## src/rtl/btn_event_fsm.sv

```systemverilog
// btn_event_fsm: turns a debounced level into press/release/click/long pulses.
// Define DBL_CLICK_EN to add double-click detection (GAP/PRESSED2 states).
module btn_event_fsm #(
  parameter int TICK_DIV = 50000,
  parameter int LONG_MS  = 1000,
  parameter int DBL_MS   = 300,
  parameter int CNT_W    = 8
) (
  input  logic             clk_amisha,
  input  logic             reset_n_amisha,
  input  logic             db_in,
  output logic             press_tick,
  output logic             release_tick,
  output logic             single_tick,
  output logic             double_tick,
  output logic             long_tick,
  output logic [CNT_W-1:0] press_count
);

  localparam int PW = $clog2(TICK_DIV);
  localparam logic [PW-1:0] PRE_MAX = PW'(TICK_DIV - 1);
  localparam logic [15:0] LONG_TH = 16'(LONG_MS - 1);
`ifdef DBL_CLICK_EN
  localparam logic [15:0] DBL_TH = 16'(DBL_MS - 1);
`endif

  if (TICK_DIV < 2 || LONG_MS < 1 || LONG_MS > 65535 ||
      DBL_MS < 1 || DBL_MS > 65535 || CNT_W < 1) begin : g_bad_param
    $error("btn_event_fsm: parameter out of range");
  end

  typedef enum logic [2:0] {
    IDLE     = 3'd0,
    PRESSED  = 3'd1,
    LONG     = 3'd2
`ifdef DBL_CLICK_EN
    ,
    GAP      = 3'd3,
    PRESSED2 = 3'd4
`endif
  } state_e;

  state_e           state_q, state_d;
  logic             db_prev_q;
  logic [15:0]      timer_q, timer_d;
  logic [PW-1:0]    presc_q;
  logic [CNT_W-1:0] cnt_q, cnt_d;
  logic             press_q, press_d;
  logic             rel_q, rel_d;
  logic             sgl_q, sgl_d;
  logic             dbl_q, dbl_d;
  logic             long_q, long_d;

  logic rise, fall, ms_tick;

  assign rise    = db_in & ~db_prev_q;
  assign fall    = ~db_in & db_prev_q;
  assign ms_tick = (presc_q == PRE_MAX);

  always_comb begin
    state_d = state_q;
    press_d = 1'b0;
    rel_d   = 1'b0;
    sgl_d   = 1'b0;
    dbl_d   = 1'b0;
    long_d  = 1'b0;
    unique case (state_q)
      IDLE: begin
        if (rise) begin
          state_d = PRESSED;
          press_d = 1'b1;
        end
      end
      PRESSED: begin
        // release wins over a long threshold hit in the same cycle
        if (fall) begin
          rel_d = 1'b1;
`ifdef DBL_CLICK_EN
          state_d = GAP;
`else
          state_d = IDLE;
          sgl_d   = 1'b1;
`endif
        end else if (ms_tick && timer_q == LONG_TH) begin
          state_d = LONG;
          long_d  = 1'b1;
        end
      end
      LONG: begin
        if (fall) begin
          state_d = IDLE;
          rel_d   = 1'b1;
        end
      end
`ifdef DBL_CLICK_EN
      GAP: begin
        if (rise) begin
          state_d = PRESSED2;
          press_d = 1'b1;
          dbl_d   = 1'b1;
        end else if (ms_tick && timer_q == DBL_TH) begin
          state_d = IDLE;
          sgl_d   = 1'b1;
        end
      end
      PRESSED2: begin
        if (fall) begin
          state_d = IDLE;
          rel_d   = 1'b1;
        end
      end
`endif
      default: state_d = IDLE;
    endcase

    cnt_d = press_d ? cnt_q + CNT_W'(1) : cnt_q;

    if (state_d != state_q) begin
      timer_d = '0;
    end else if (ms_tick && timer_q != 16'hFFFF) begin
      timer_d = timer_q + 16'd1;
    end else begin
      timer_d = timer_q;
    end
  end

  always_ff @(posedge clk_amisha or negedge reset_n_amisha) begin
    if (!reset_n_amisha) begin
      state_q   <= IDLE;
      db_prev_q <= 1'b0;
      timer_q   <= '0;
      presc_q   <= '0;
      cnt_q     <= '0;
      press_q   <= 1'b0;
      rel_q     <= 1'b0;
      sgl_q     <= 1'b0;
      dbl_q     <= 1'b0;
      long_q    <= 1'b0;
    end else begin
      state_q   <= state_d;
      db_prev_q <= db_in;
      timer_q   <= timer_d;
      presc_q   <= ms_tick ? '0 : presc_q + PW'(1);
      cnt_q     <= cnt_d;
      press_q   <= press_d;
      rel_q     <= rel_d;
      sgl_q     <= sgl_d;
      dbl_q     <= dbl_d;
      long_q    <= long_d;
    end
  end

  assign press_tick   = press_q;
  assign release_tick = rel_q;
  assign single_tick  = sgl_q;
  assign double_tick  = dbl_q;
  assign long_tick    = long_q;
  assign press_count  = cnt_q;

endmodule
```

## config.mk

```make
export PLATFORM = sky130hd
export DESIGN_NAME = btn_event_fsm
export DESIGN_NICKNAME = d
export VERILOG_FILES = /design/src/rtl/btn_event_fsm.sv
export SDC_FILE = /design/constraint.sdc
export NUM_CORES = 1
export LEC_CHECK = 0
export BUFFER_PORTS_ARGS = -buffer_cell sky130_fd_sc_hd__buf_4
export CORE_ASPECT_RATIO = 1.75
export CORE_MARGIN = 5
export CORE_UTILIZATION = 26
export DETAILED_ROUTE_END_ITERATION = 8
export PLACE_DENSITY_LB_ADDON = 0.3
export SLEW_MARGIN = 30
export SYNTH_ARGS = -nofsm -noshare
export SYNTH_HDL_FRONTEND = slang
export SYNTH_SLANG_ARGS = --single-unit
export TNS_END_PERCENT = 5
```

## constraint.sdc

```tcl
create_clock -name clk_amisha -period 2.33 [get_ports clk_amisha]
set_clock_uncertainty 0.15 [all_clocks]
set_input_delay 0.3495 -clock clk_amisha [delete_from_list [all_inputs] [get_ports clk_amisha]]
set_output_delay 0.3495 -clock clk_amisha [all_outputs]
set_load 0.1 [all_outputs]
```

# Yosys cells after proc, flatten, opt, wreduce, memory -nomap -nowiden

Cells that the tools add are included.

Bits in registers: 48
Bits in latches: 0
Memory bits (writable): 0
Bits in read-only memories: 0
Bits of input ports: 3
Logic and storage cells: 43
Memories: 0

Add/sub/neg operators: 3
$mul: 0
Div/mod/pow operators: 0
Magnitude comparators: 0
Equality and inequality tests: 6
Shifts and indexed selects: 0
Multiplexer cells: 16
Bitwise operators: 4
Reduce and logical (&&, ||, !) cells: 5

Operators with widths:

| kind                  | count |
|---|---|
| $mux 16               | 3 |
| $add 16x1->16 const B | 2 |
| $eq 16x10->1 const B  | 1 |
| $eq 16x16->1 const B  | 1 |
| $ne 16x16->1 const B  | 1 |
| $mux 3                | 4 |
| $pmux 3 s3            | 1 |
| $add 8x1->8 const B   | 1 |
| $mux 1                | 8 |
| $eq 3x1->1 const B    | 1 |
| $eq 3x2->1 const B    | 1 |
| $logic_not 3->1       | 1 |
| $ne 3x3->1            | 1 |
| $and 1x1->1           | 2 |
| $logic_and 1x1->1     | 2 |
| $not 1->1             | 2 |
| $reduce_bool 2->1     | 1 |
| $reduce_or 2->1       | 1 |

# Logic depth before layout (Yosys ltp)

Gate-level depths: netlist of run 1.

Word-level depth: 7
Gate-level depth with buffers: 7

# Worst setup path before layout of run 1

Ideal clock, no wire load.

Path kind: register to register
Start: register timer_q[11]
End: register timer_q[7]
Library setup time: 0.119 ns
Arrival time: 2.178 ns
Required time: 2.061 ns
Setup slack: -0.117 ns
Stages on the path, launching flop included: 7
Clock period less this slack: 2.447 ns
Cells stage by stage: dfrtp_1 or4_1 or4_1 or4_4 nand4_4 buf_12 nor2_2

Word-level cells in the longest chain between the ends: 7
Elaborated cells on any way between the ends: 10
Those cells by class: eq/ne (3); mux (4); reduce/logical (3)

Ends and longest elaborated chain:

| item                                         | RTL line | source |
|---|---|---|
| from (decl)                                  | 45       | `logic [15:0] timer_q, timer_d;` |
| from (signal assigned)                       | 142      | `timer_q <= timer_d;` |
| $eq 16x10->1                                 | 84       | `end else if (ms_tick && timer_q == LONG_TH) begin` |
| $logic_and 1x1->1                            | 84       |  |
| $mux 3                                       | 84       |  |
| $mux 3                                       | 76       | `if (fall) begin` |
| $pmux 3 s3                                   | 67       | `unique case (state_q)` |
| $ne 3x3->1                                   | 118      | `if (state_d != state_q) begin` |
| $mux 16 or $reduce_bool 2->1 (tied branches) | -        |  |

Several ways; a longest one is shown, not always the timed one.
A chain may end at the register's enable or synchronous reset.

# Final worst setup path of run 1

Start: register timer_q[12]
End: register timer_q[2]

The elaborated chain is that of the path after synthesis.

==> impl_metrics.json, run 1 <==
{
  "crit_fanout": 8,
  "wire_per_inst_microns": 13.01,
  "ys.flop_type": "dfrtp_1",
  "chipWidth_microns": 81.96,
  "core_area_sq_mm": 0.008979,
  "initial_core_util_pct": 26.24,
  "powerDensity_mw_per_mm2": 743.2,
  "clk_latency_ns": 0.29,
  "cts_root_buf": "clkbuf_16",
  "antenna_found_initial": 0,
  "violations": "negative setup slack",
  "dieArea_sq_mm": 0.01114,
  "vias": 1843,
  "cp-start-kind": "register",
  "setup_viol": 17,
  "grt_pass1_wl_mm": 8.914,
  "final-seq-area_sq_mm": 0.001201,
  "ys_ff_latch": 48,
  "dp_slack_ns": -0.2095,
  "whs_path_depth": 2,
  "synth_edf_count": 0,
  "drc": 0,
  "tns_ns": -1.296,
  "worst_pin_slew_ns": 0.6514,
  "drive_gt1_share_pct": 31.56,
  "wl_met1_mm": 1.892,
  "dp.cells": 391,
  "viasPerCell": 4.585,
  "wl_met3_microns": 119,
  "synth_top_area_share_pct": 50.98,
  "min-delay-path-class": "in -> reg",
  "top_layer_used": "met4",
  "leakagePower_nw": 1.337,
  "hpwl_mm": 3.875,
  "slew_headroom_pct": 56.11,
  "cts_inserted_buffers": 5,
  "wl_mm": 5.231,
  "maxSlewViolCount": 0,
  "cts_tree": "built",
  "instances_no_fill": 402,
  "peakVddDrop_uv": 388.3,
  "antenna_cells": 0,
  "drt_iter0_drc": 59,
  "fin_util_pct": 34.80,
  "grtUsageTotal_pct": 10.47,
  "num-nets-final": 287,
  "route.met2.wl_mm": 2.983,
  "holdWs_ns": 0.1181,
  "path_clk_slew_ns": 0.07,
  "fillers": 944,
  "min_period_over_period_pct": 104.9,
  "die_h_microns": 135.9,
  "power.total_mw": 2.322,
  "cap_violations": 0,
  "cts_buffer_depth": 2,
  "postPlaceCellArea_sq_mm": 0.002867,
  "num_rows": 46,
  "port_buffers": 14,
  "synth.area.top_cells": "dfrtp_1 (51%), xnor2_1 (7.8%), xor2_1 (3.7%)",
  "cp.required_ns": 2.35,
  "synth_seq_area_share_pct": 50.98,
  "finalHoldViolations": 0,
  "detail-route-antenna-nets": 0,
  "rsz0062_at_grt": "yes",
  "reg2reg_depth": 5,
  "numClockSinks": 48,
  "netlist_instances": 223,
  "grt_overflow_total": 0,
  "gp_congestion": 0.8199,
  "finalWorstSetupSlack_ns": -0.1146,
  "syn_area_per_cell_sq_um": 10.57,
  "critPathKind": "reg -> reg",
  "yosysTopAreaCell": "dfrtp_1",
  "grt_max_degree": 49,
  "synth_area_sq_mm": 0.002356,
  "status": "finished, violations left",
  "boundaryPins": 16,
  "htree_num_levels": 2,
  "crit_path_end_kind": "register",
  "area_delta_synth_final_pct": 32.61,
  "r2r_slack_ns": -0.11,
  "stdcell_area_sq_mm": 0.003124,
  "ys_types": 42,
  "yosysWarnings": 0,
  "async_flop_share_pct": 100.0,
  "multi_input_area_sq_mm": 0.001137,
  "fmax_mhz": 409.1,
  "drtPass1Iterations": 4,
  "period_minus_slack_ns": 2.445,
  "grt_pass1_vias": 1956,
  "crit_arrival_ns": 2.46
}
[layout by cell type (no fill, tap or decap), types with 3 or more instances in the layout]
cell type | Yosys | routed
a21oi_1 | 7 | 7
and3_1 | 6 | 6
and4_1 | 3 | 3
buf_4 | 1 | 55
clkbuf_16 | 0 | 5
dfrtp_1 | 48 | 48
ha_1 | 3 | 3
inv_1 | 5 | 5
nand2_1 | 15 | 15
nand3_1 | 13 | 13
nand4_1 | 8 | 8
nor2_1 | 13 | 12
nor2_2 | 10 | 11
nor3_1 | 10 | 10
nor4_1 | 7 | 7
nor4b_1 | 4 | 3
or2_2 | 3 | 3
or4_1 | 5 | 4
xnor2_1 | 21 | 21
xor2_1 | 10 | 10
[worst paths after layout]
check,end,from
worst max-delay path,timer_q[2]$_DFFE_PN0P_,timer_q[12]$_DFFE_PN0P_
worst min-delay path,db_prev_q$_DFF_PN0_,db_in
worst max register to register,timer_q[2]$_DFFE_PN0P_,timer_q[12]$_DFFE_PN0P_
worst min register to register,press_count[7]$_DFFE_PN0P_,press_count[7]$_DFFE_PN0P_
max in group asynchronous,timer_q[1]$_DFFE_PN0P_,reset_n_amisha
min in group asynchronous,press_count[4]$_DFFE_PN0P_,reset_n_amisha
[state kept, by name, summed over array words and instances (netlist names)]
name          flops
presc_q          16
long_tick         1
press_tick        1
release_tick      1
press_count       8
timer_q          16
db_prev_q         1
state_q           3
single_tick       1
[final cells by class]
class                   instances  share of cell area, %
clock buffers                   5                  4.005
repair buffers                 56                  13.54
flip-flops and latches         48                  38.45
clock inverters                 3                  2.203
well taps                     120                  4.806
inverters                       5                 0.6007
multi-input cells             165                  36.40
[worst max-delay path, cell delays in order, from the launching register on]
cell,delay (ns)
dfrtp_1,0.37
or4_1,0.53
or4_4,0.53
or4_4,0.48
nand4_4,0.17
nor3_1,0.08
[cells in the mapped netlist (all sizes together), types with 4 or more instances]
library cell and number:
dfrtp 48, nor2 23, xnor2 21, nand2 15
nand3 13, nor3 10, xor2 10, nand4 9
a21oi 7, and3 7, nor4 7, or4 6
inv 5, clkbuf 4, nor4b 4
[power breakdown]
group          switching [mW]  internal, mW  total (mW)
logic                   0.360        0.0960       0.456
registers              0.0487         0.874       0.922
clock network           0.324         0.619       0.943
[repair_timing]
item / in CTS / in global routing
hold buffers: 1 / 0
cloned: 1 / 0
hold endpoints to repair: 48 / 0
endpoints found under the setup margin: 18 / 20
gates resized for setup: 3 / 3
pin swaps: 7 / 3
setup buffers: 0 / 1
[cell families after synthesis]
kind of cell / synth area share [%]
compound gates: 3.717
xor+xnor: 11.52
fa+ha+maj: 1.593
buf+inv: 2.868
flops: 50.98
mux: 0.9028
other cells: 0.1592
simple gates: 28.25
[layer usage]
layer | up-vias | GRT usage, %
met4 | 0 | 6.839
met1 | 900 | 10.28
met2 | 21 | 18.99
li1 | 910 | -
met5 | - | 0
met3 | 12 | 2.188
Note: power is estimated with default switching activity, not from simulation.
==> run 2: changes to the inputs <==
--- a/config.mk
+++ b/config.mk
@@ -10,6 +10,7 @@
 export CORE_MARGIN = 5
 export CORE_UTILIZATION = 26
 export DETAILED_ROUTE_END_ITERATION = 8
+export GPL_TIMING_DRIVEN = 0
 export PLACE_DENSITY_LB_ADDON = 0.3
 export SLEW_MARGIN = 30
 export SYNTH_ARGS = -nofsm -noshare
==> constraint.sdc (replaced) <==
create_clock -name clk_amisha -period 2.33 [get_ports clk_amisha]
set_clock_uncertainty 0.15 [all_clocks]
set_input_delay 0.699 -clock clk_amisha [delete_from_list [all_inputs] [get_ports clk_amisha]]
set_output_delay 0.699 -clock clk_amisha [all_outputs]
set_load 0.1 [all_outputs]
==> run 2 against run 1 <==
Compared with the run above:
- the flow still finishes with violations (negative setup slack)
- clock-buffer cell count increased by 1
- first-iteration DRC count increased by 8.5%
- flip-flop and latch count unchanged
- critical path type unchanged
- critical endpoint is now timer_q[3]$_DFFE_PN0P_
- cell count decreased by 6.0%
- largest power group is now sequential cells
- global-route usage decreased by 0.51 points
- non-clock buffer count decreased by 23
==> impl_metrics.json, run 2 (synthesized netlist as in run 1, its figures left out) <==
{
  "critPathBufInv": 1,
  "cts_tree": "built",
  "min_period_over_period_pct": 107.5,
  "startpoint": "timer_q[10]$_DFFE_PN0P_",
  "power.total_mw": 2.232,
  "grt_overflow_total": 0,
  "top_layer_used": "met4",
  "cp_common_cell": "or4_4",
  "cts_inserted_buffers": 5,
  "crit_path_end": "timer_q[3]$_DFFE_PN0P_",
  "crit_path_end_kind": "register",
  "stdcell_area_sq_mm": 0.002995,
  "crit_chain": "or4_4 -> or4_4 -> or4_4 -> nand4_4 -> buf_12 -> nor2_2",
  "r2r_slack_ns": -0.18,
  "min-delay-path-class": "in -> async",
  "wl_met3_microns": 87,
  "layout_commonest_cell": "dfrtp_1",
  "r2r-start": "timer_q[10]$_DFFE_PN0P_",
  "path_delay_family": "simple AND/OR/NAND/NOR gates",
  "finalHoldViolations": 0,
  "detail-route-antenna-nets": 0,
  "chipWidth_microns": 81.96,
  "port_buffers": 14,
  "instances_no_fill": 378,
  "grt_max_degree": 49,
  "maxSlewViolCount": 0,
  "finalWorstSetupSlack_ns": -0.1750,
  "boundaryPins": 16,
  "worst_pin_slew_ns": 0.7457,
  "drtPass1Iterations": 4,
  "route.met2.wl_mm": 2.895,
  "leakagePower_nw": 1.218,
  "vias": 1759,
  "crit_arrival_ns": 2.53,
  "wl_mm": 4.983,
  "cts_buffer_depth": 2,
  "hpwl_mm": 3.536,
  "layout_common_cells": "dfrtp_1 (46), buf_4 (27), xnor2_1 (21), nand2_1 (15), nand3_1 (13)",
  "path_depth": 6,
  "slowest_delay_ns": 0.53,
  "num-nets-final": 263,
  "drc": 0,
  "violations": "negative setup slack",
  "die_h_microns": 135.9,
  "wl_met1_mm": 1.801,
  "drive_gt1_share_pct": 28.68,
  "powerDensity_mw_per_mm2": 745.3,
  "area_delta_synth_final_pct": 27.14,
  "antenna_found_initial": 0,
  "fmax_mhz": 399.2,
  "grt_pass1_wl_mm": 8.645,
  "drt_iter0_drc": 64,
  "cp-start-kind": "register",
  "reg2reg_depth": 6,
  "path_clk_slew_ns": 0.06,
  "slew_headroom_pct": 49.83,
  "wire_per_inst_microns": 13.18,
  "setup_viol": 16,
  "postPlaceCellArea_sq_mm": 0.002624,
  "initial_core_util_pct": 26.24,
  "numClockSinks": 48,
  "num_rows": 46,
  "critPathKind": "reg -> reg",
  "grtUsageTotal_pct": 9.955,
  "rsz0062_at_grt": "yes",
  "clk_latency_ns": 0.29,
  "worst_path_max_delay_cell": "or4_4",
  "viasPerCell": 4.653,
  "cp.required_ns": 2.36,
  "antenna_cells": 0,
  "cts_root_buf": "clkbuf_16",
  "holdWs_ns": 0.2636,
  "gp_congestion": 0.7435,
  "regToRegEndpoint": "timer_q[3]$_DFFE_PN0P_",
  "core_area_sq_mm": 0.008979,
  "status": "finished, violations left",
  "dp.cells": 358,
  "peakVddDrop_uv": 396.5,
  "grt_pass1_vias": 1904,
  "period_minus_slack_ns": 2.505,
  "htree_num_levels": 2,
  "crit_fanout": 10,
  "dieArea_sq_mm": 0.01114,
  "cap_violations": 0,
  "fin_util_pct": 33.36
}
[run 2: changes by cell type in the layout (fill, tap and decap cells not counted), moves of 2 or more]
cell and delta:
clkbuf_1 +3, a21oi_1 -3, a21oi_2 +3, dfrtp_2 +2, or4_4 +2, buf_4 -28, or4_1 -2, dfrtp_1 -2
nor4_4 +2, buf_12 +2, nor4_1 -2
[run 2: through the flow]
stage	setup WS, ns	setup TNS, ns
6_report	-0.1750	-2.570
5_1_grt	-0.2493	-3.695
4_1_cts	-0.1878	-2.710
3_5_place_dp	-0.5317	-6.625
3_3_place_gp	-0.4122	-6.060
2_1_floorplan	-0.1595	-2.027
[run 2: how the worst min path moves through the flow]
stage,cells past startpoint,slack (ns),to
3_3_place_gp,1,0.32,press_count[7]$_DFFE_PN0P_
6_report,1,0.26,press_count[4]$_DFFE_PN0P_
2_1_floorplan,0,0.25,db_prev_q$_DFF_PN0_
4_1_cts,1,0.29,press_count[4]$_DFFE_PN0P_
3_5_place_dp,1,0.32,press_count[7]$_DFFE_PN0P_
5_1_grt,1,0.33,press_count[4]$_DFFE_PN0P_
[run 2: layout make-up]
type                    instances  area (sq um)
well taps                     120         150.1
clock inverters                 2         38.79
plain buffers                   7         51.30
repair buffers                 26         207.7
clock buffers                   6         138.9
inverters                       5         18.77
flip-flops and latches         48          1204
multi-input cells             164          1186
fillers                       931          5983
[run 2: timing repair]
item,in CTS,in global routing
resized for setup,10,9
hold buffers,0,0
buffers inserted,5,7
pin swaps,1,0
endpoints found under the setup margin,16,18
gates cloned,0,0
[run 2: report_power, final]
part	switching [mW]	leakage [nW]	internal (mW)
clock network	0.308	0.0871	0.537
logic	0.362	0.490	0.102
registers	0.0488	0.641	0.874
[run 2: metal layers]
metal	vias to the layer above	GRT usage, %
met5	-	0
met4	0	5.915
met1	869	9.663
met2	20	18.77
li1	859	-
met3	11	1.658
==> run 3: changes to the inputs <==
--- a/config.mk
+++ b/config.mk
@@ -5,13 +5,13 @@
 export SDC_FILE = /design/constraint.sdc
 export NUM_CORES = 1
 export LEC_CHECK = 0
-export BUFFER_PORTS_ARGS = -buffer_cell sky130_fd_sc_hd__buf_4
 export CORE_ASPECT_RATIO = 1.75
 export CORE_MARGIN = 5
 export CORE_UTILIZATION = 26
 export DETAILED_ROUTE_END_ITERATION = 8
+export DONT_BUFFER_PORTS = 1
 export GPL_TIMING_DRIVEN = 0
-export PLACE_DENSITY_LB_ADDON = 0.3
+export PLACE_DENSITY = 0.47
 export SLEW_MARGIN = 30
 export SYNTH_ARGS = -nofsm -noshare
 export SYNTH_HDL_FRONTEND = slang
==> run 3 against run 2 <==
Compared with the run above:
- largest power group unchanged
- sequential share of layout area up 1.4 points
- die area unchanged
- clock-buffer cell count unchanged
- the flow still finishes with violations (negative setup slack)
- cell area down 3.5%
==> impl_metrics.json, run 3 (synthesized netlist as in run 1, its figures left out) <==
{
  "status": "finished, violations left",
  "violations": "negative setup slack",
  "r2r_slack_ns": -0.18,
  "cp.required_ns": 2.36,
  "worst_path_max_delay_cell": "or4_4",
  "drt_iter0_drc": 44,
  "clockPowerShare_pct": 39.3,
  "cts_inserted_buffers": 5,
  "cp_common_cell": "or4_4",
  "viasPerCell": 4.685,
  "p_sw_mw": 0.7216,
  "path_clk_slew_ns": 0.07,
  "crit_chain": "or4_1 -> or4_4 -> or4_4 -> nand4_4 -> buf_12 -> nor2_2",
  "cap_violations": 0,
  "period_minus_slack_ns": 2.511,
  "num-nets-final": 250,
  "chipWidth_microns": 81.96,
  "antenna_cells": 0,
  "area_delta_synth_final_pct": 22.73,
  "drc": 0,
  "postPlaceCellArea_sq_mm": 0.002519,
  "peakVddDrop_uv": 361.7,
  "core_area_sq_mm": 0.008979,
  "hpwl_mm": 3.493,
  "grt_pass1_wl_mm": 8.466,
  "cts_root_buf": "clkbuf_16",
  "leakagePower_nw": 1.164,
  "finalHoldViolations": 0,
  "grt_max_degree": 49,
  "crit_fanout": 10,
  "cts_tree": "built",
  "layout_commonest_cell": "dfrtp_1",
  "drive_gt1_share_pct": 22.04,
  "cp-start-kind": "register",
  "htree_num_levels": 2,
  "regToRegEndpoint": "timer_q[0]$_DFFE_PN0P_",
  "maxSlewViolCount": 0,
  "crit_path_end_kind": "register",
  "finalWorstSetupSlack_ns": -0.1809,
  "boundaryPins": 16,
  "crit_arrival_ns": 2.54,
  "critPathKind": "reg -> reg",
  "numClockSinks": 48,
  "internal_power_mw": 1.460,
  "num_rows": 46,
  "min-delay-path-class": "in -> async",
  "startpoint": "timer_q[11]$_DFFE_PN0P_",
  "cts_buffer_depth": 2,
  "fmax_mhz": 398.3,
  "layout_common_cells": "dfrtp_1 (47), xnor2_1 (21), nand2_1 (15), nand3_1 (13)",
  "drtPass1Iterations": 4,
  "initial_core_util_pct": 26.24,
  "dieArea_sq_mm": 0.01114,
  "detail-route-antenna-nets": 0,
  "antenna_found_initial": 0,
  "gp_congestion": 0.7483,
  "stdcell_area_sq_mm": 0.002892,
  "reg2reg_depth": 6,
  "grt_overflow_total": 0,
  "fillers": 952,
  "setup_viol": 16,
  "vias": 1710,
  "die_h_microns": 135.9,
  "slowest_delay_ns": 0.54,
  "wl_mm": 5.051,
  "grtUsageTotal_pct": 10.11,
  "clk_latency_ns": 0.29,
  "power_frac_seq_pct": 55.2,
  "r2r-start": "timer_q[11]$_DFFE_PN0P_",
  "powerDensity_mw_per_mm2": 754.5,
  "rsz0062_at_grt": "yes",
  "wire_per_inst_microns": 13.84,
  "tns_ns": -2.547,
  "p_comb_share_pct": 5.5,
  "slew_headroom_pct": 32.02,
  "holdWs_ns": 0.1071,
  "worst_pin_slew_ns": 1.020,
  "port_buffers": 0,
  "min_period_over_period_pct": 107.8,
  "swShare_pct": 33.08,
  "grt_pass1_vias": 1703
}
==> run 3: cell count changes in the layout (fill, tap and decap cells not counted), sizes merged <==
cell	change
buf	-13
==> run 3: worst max-delay path, delay by kind of cell, from the launching register on <==
kind,cells,cell delay [ns]
buffers and inverters,1,0.15
AND/OR/NAND/NOR,5,1.70
flip-flops,1,0.39
==> run 3: repair_timing <==
| item | in CTS | in global routing |
|---|---|---|
| hold endpoints to repair | 48 | 0 |
| pin swaps | 3 | 1 |
| resized for setup | 5 | 6 |
| setup endpoints to repair | 18 | 18 |
| cloned | 0 | 0 |
| buffers inserted | 5 | 7 |
| hold buffers | 1 | 0 |
==> run 3: power by group through the flow <==
stage	registers, mW	logic (mW)	clock network, mW
4_1_cts	1.20	0.123	0.902
5_1_grt	1.21	0.135	0.929
3_5_place_dp	1.22	0.0927	0
3_3_place_gp	1.22	0.0916	0
6_report	1.20	0.120	0.858
2_1_floorplan	1.20	0.0805	0
==> run 3: worst max path at each step <==
| stage | to | slack [ns] | cells after the start |
|---|---|---|---|
| finish | timer_q[0]$_DFFE_PN0P_ | -0.18 | 6 |
| global route | timer_q[0]$_DFFE_PN0P_ | -0.26 | 6 |
| CTS | timer_q[0]$_DFFE_PN0P_ | -0.20 | 6 |
| detailed placement | timer_q[9]$_DFFE_PN0P_ | -0.41 | 6 |
| global placement | timer_q[9]$_DFFE_PN0P_ | -0.41 | 6 |
| floorplan | timer_q[7]$_DFFE_PN0P_ | -0.16 | 6 |
==> run 3: per-layer routing <==
layer,GRT usage (%),wire length (microns),share of wire (%),up-vias
met1,10.43,1899,38,842
met5,0,0,0,-
met4,5.730,146,2.9,0
met3,1.989,116,2.3,9
met2,18.32,2888,57,23
li1,-,-,-,836
==> run 3: through the flow <==
| step | setup slack (ns) | utilization (%) | total power, mW | std cells |
|---|---|---|---|---|
| after CTS | -0.2018 | 31.16 | 2.230 | 358 |
| after global placement | -0.4060 | 27.98 | 1.312 | 344 |
| after detailed placement | -0.4121 | 28.05 | 1.314 | 344 |
| after floorplan | -0.1595 | - | 1.283 | 224 |
| final | -0.1809 | 32.20 | 2.182 | 365 |
| after global routing | -0.2552 | 32.20 | 2.277 | 365 |
==> run 3: layout make-up <==
type | count | area, sq um | share of cell area, %
Clock inverter | 2 | 38.79 | 1.341
Inverter | 5 | 18.77 | 0.6491
Timing Repair Buffer | 13 | 130.1 | 4.500
Multi-Input combinational cell | 164 | 1164 | 40.24
Sequential cell | 48 | 1202 | 41.58
Tap cell | 120 | 150.1 | 5.193
Buffer | 7 | 48.80 | 1.688
Clock buffer | 6 | 138.9 | 4.803
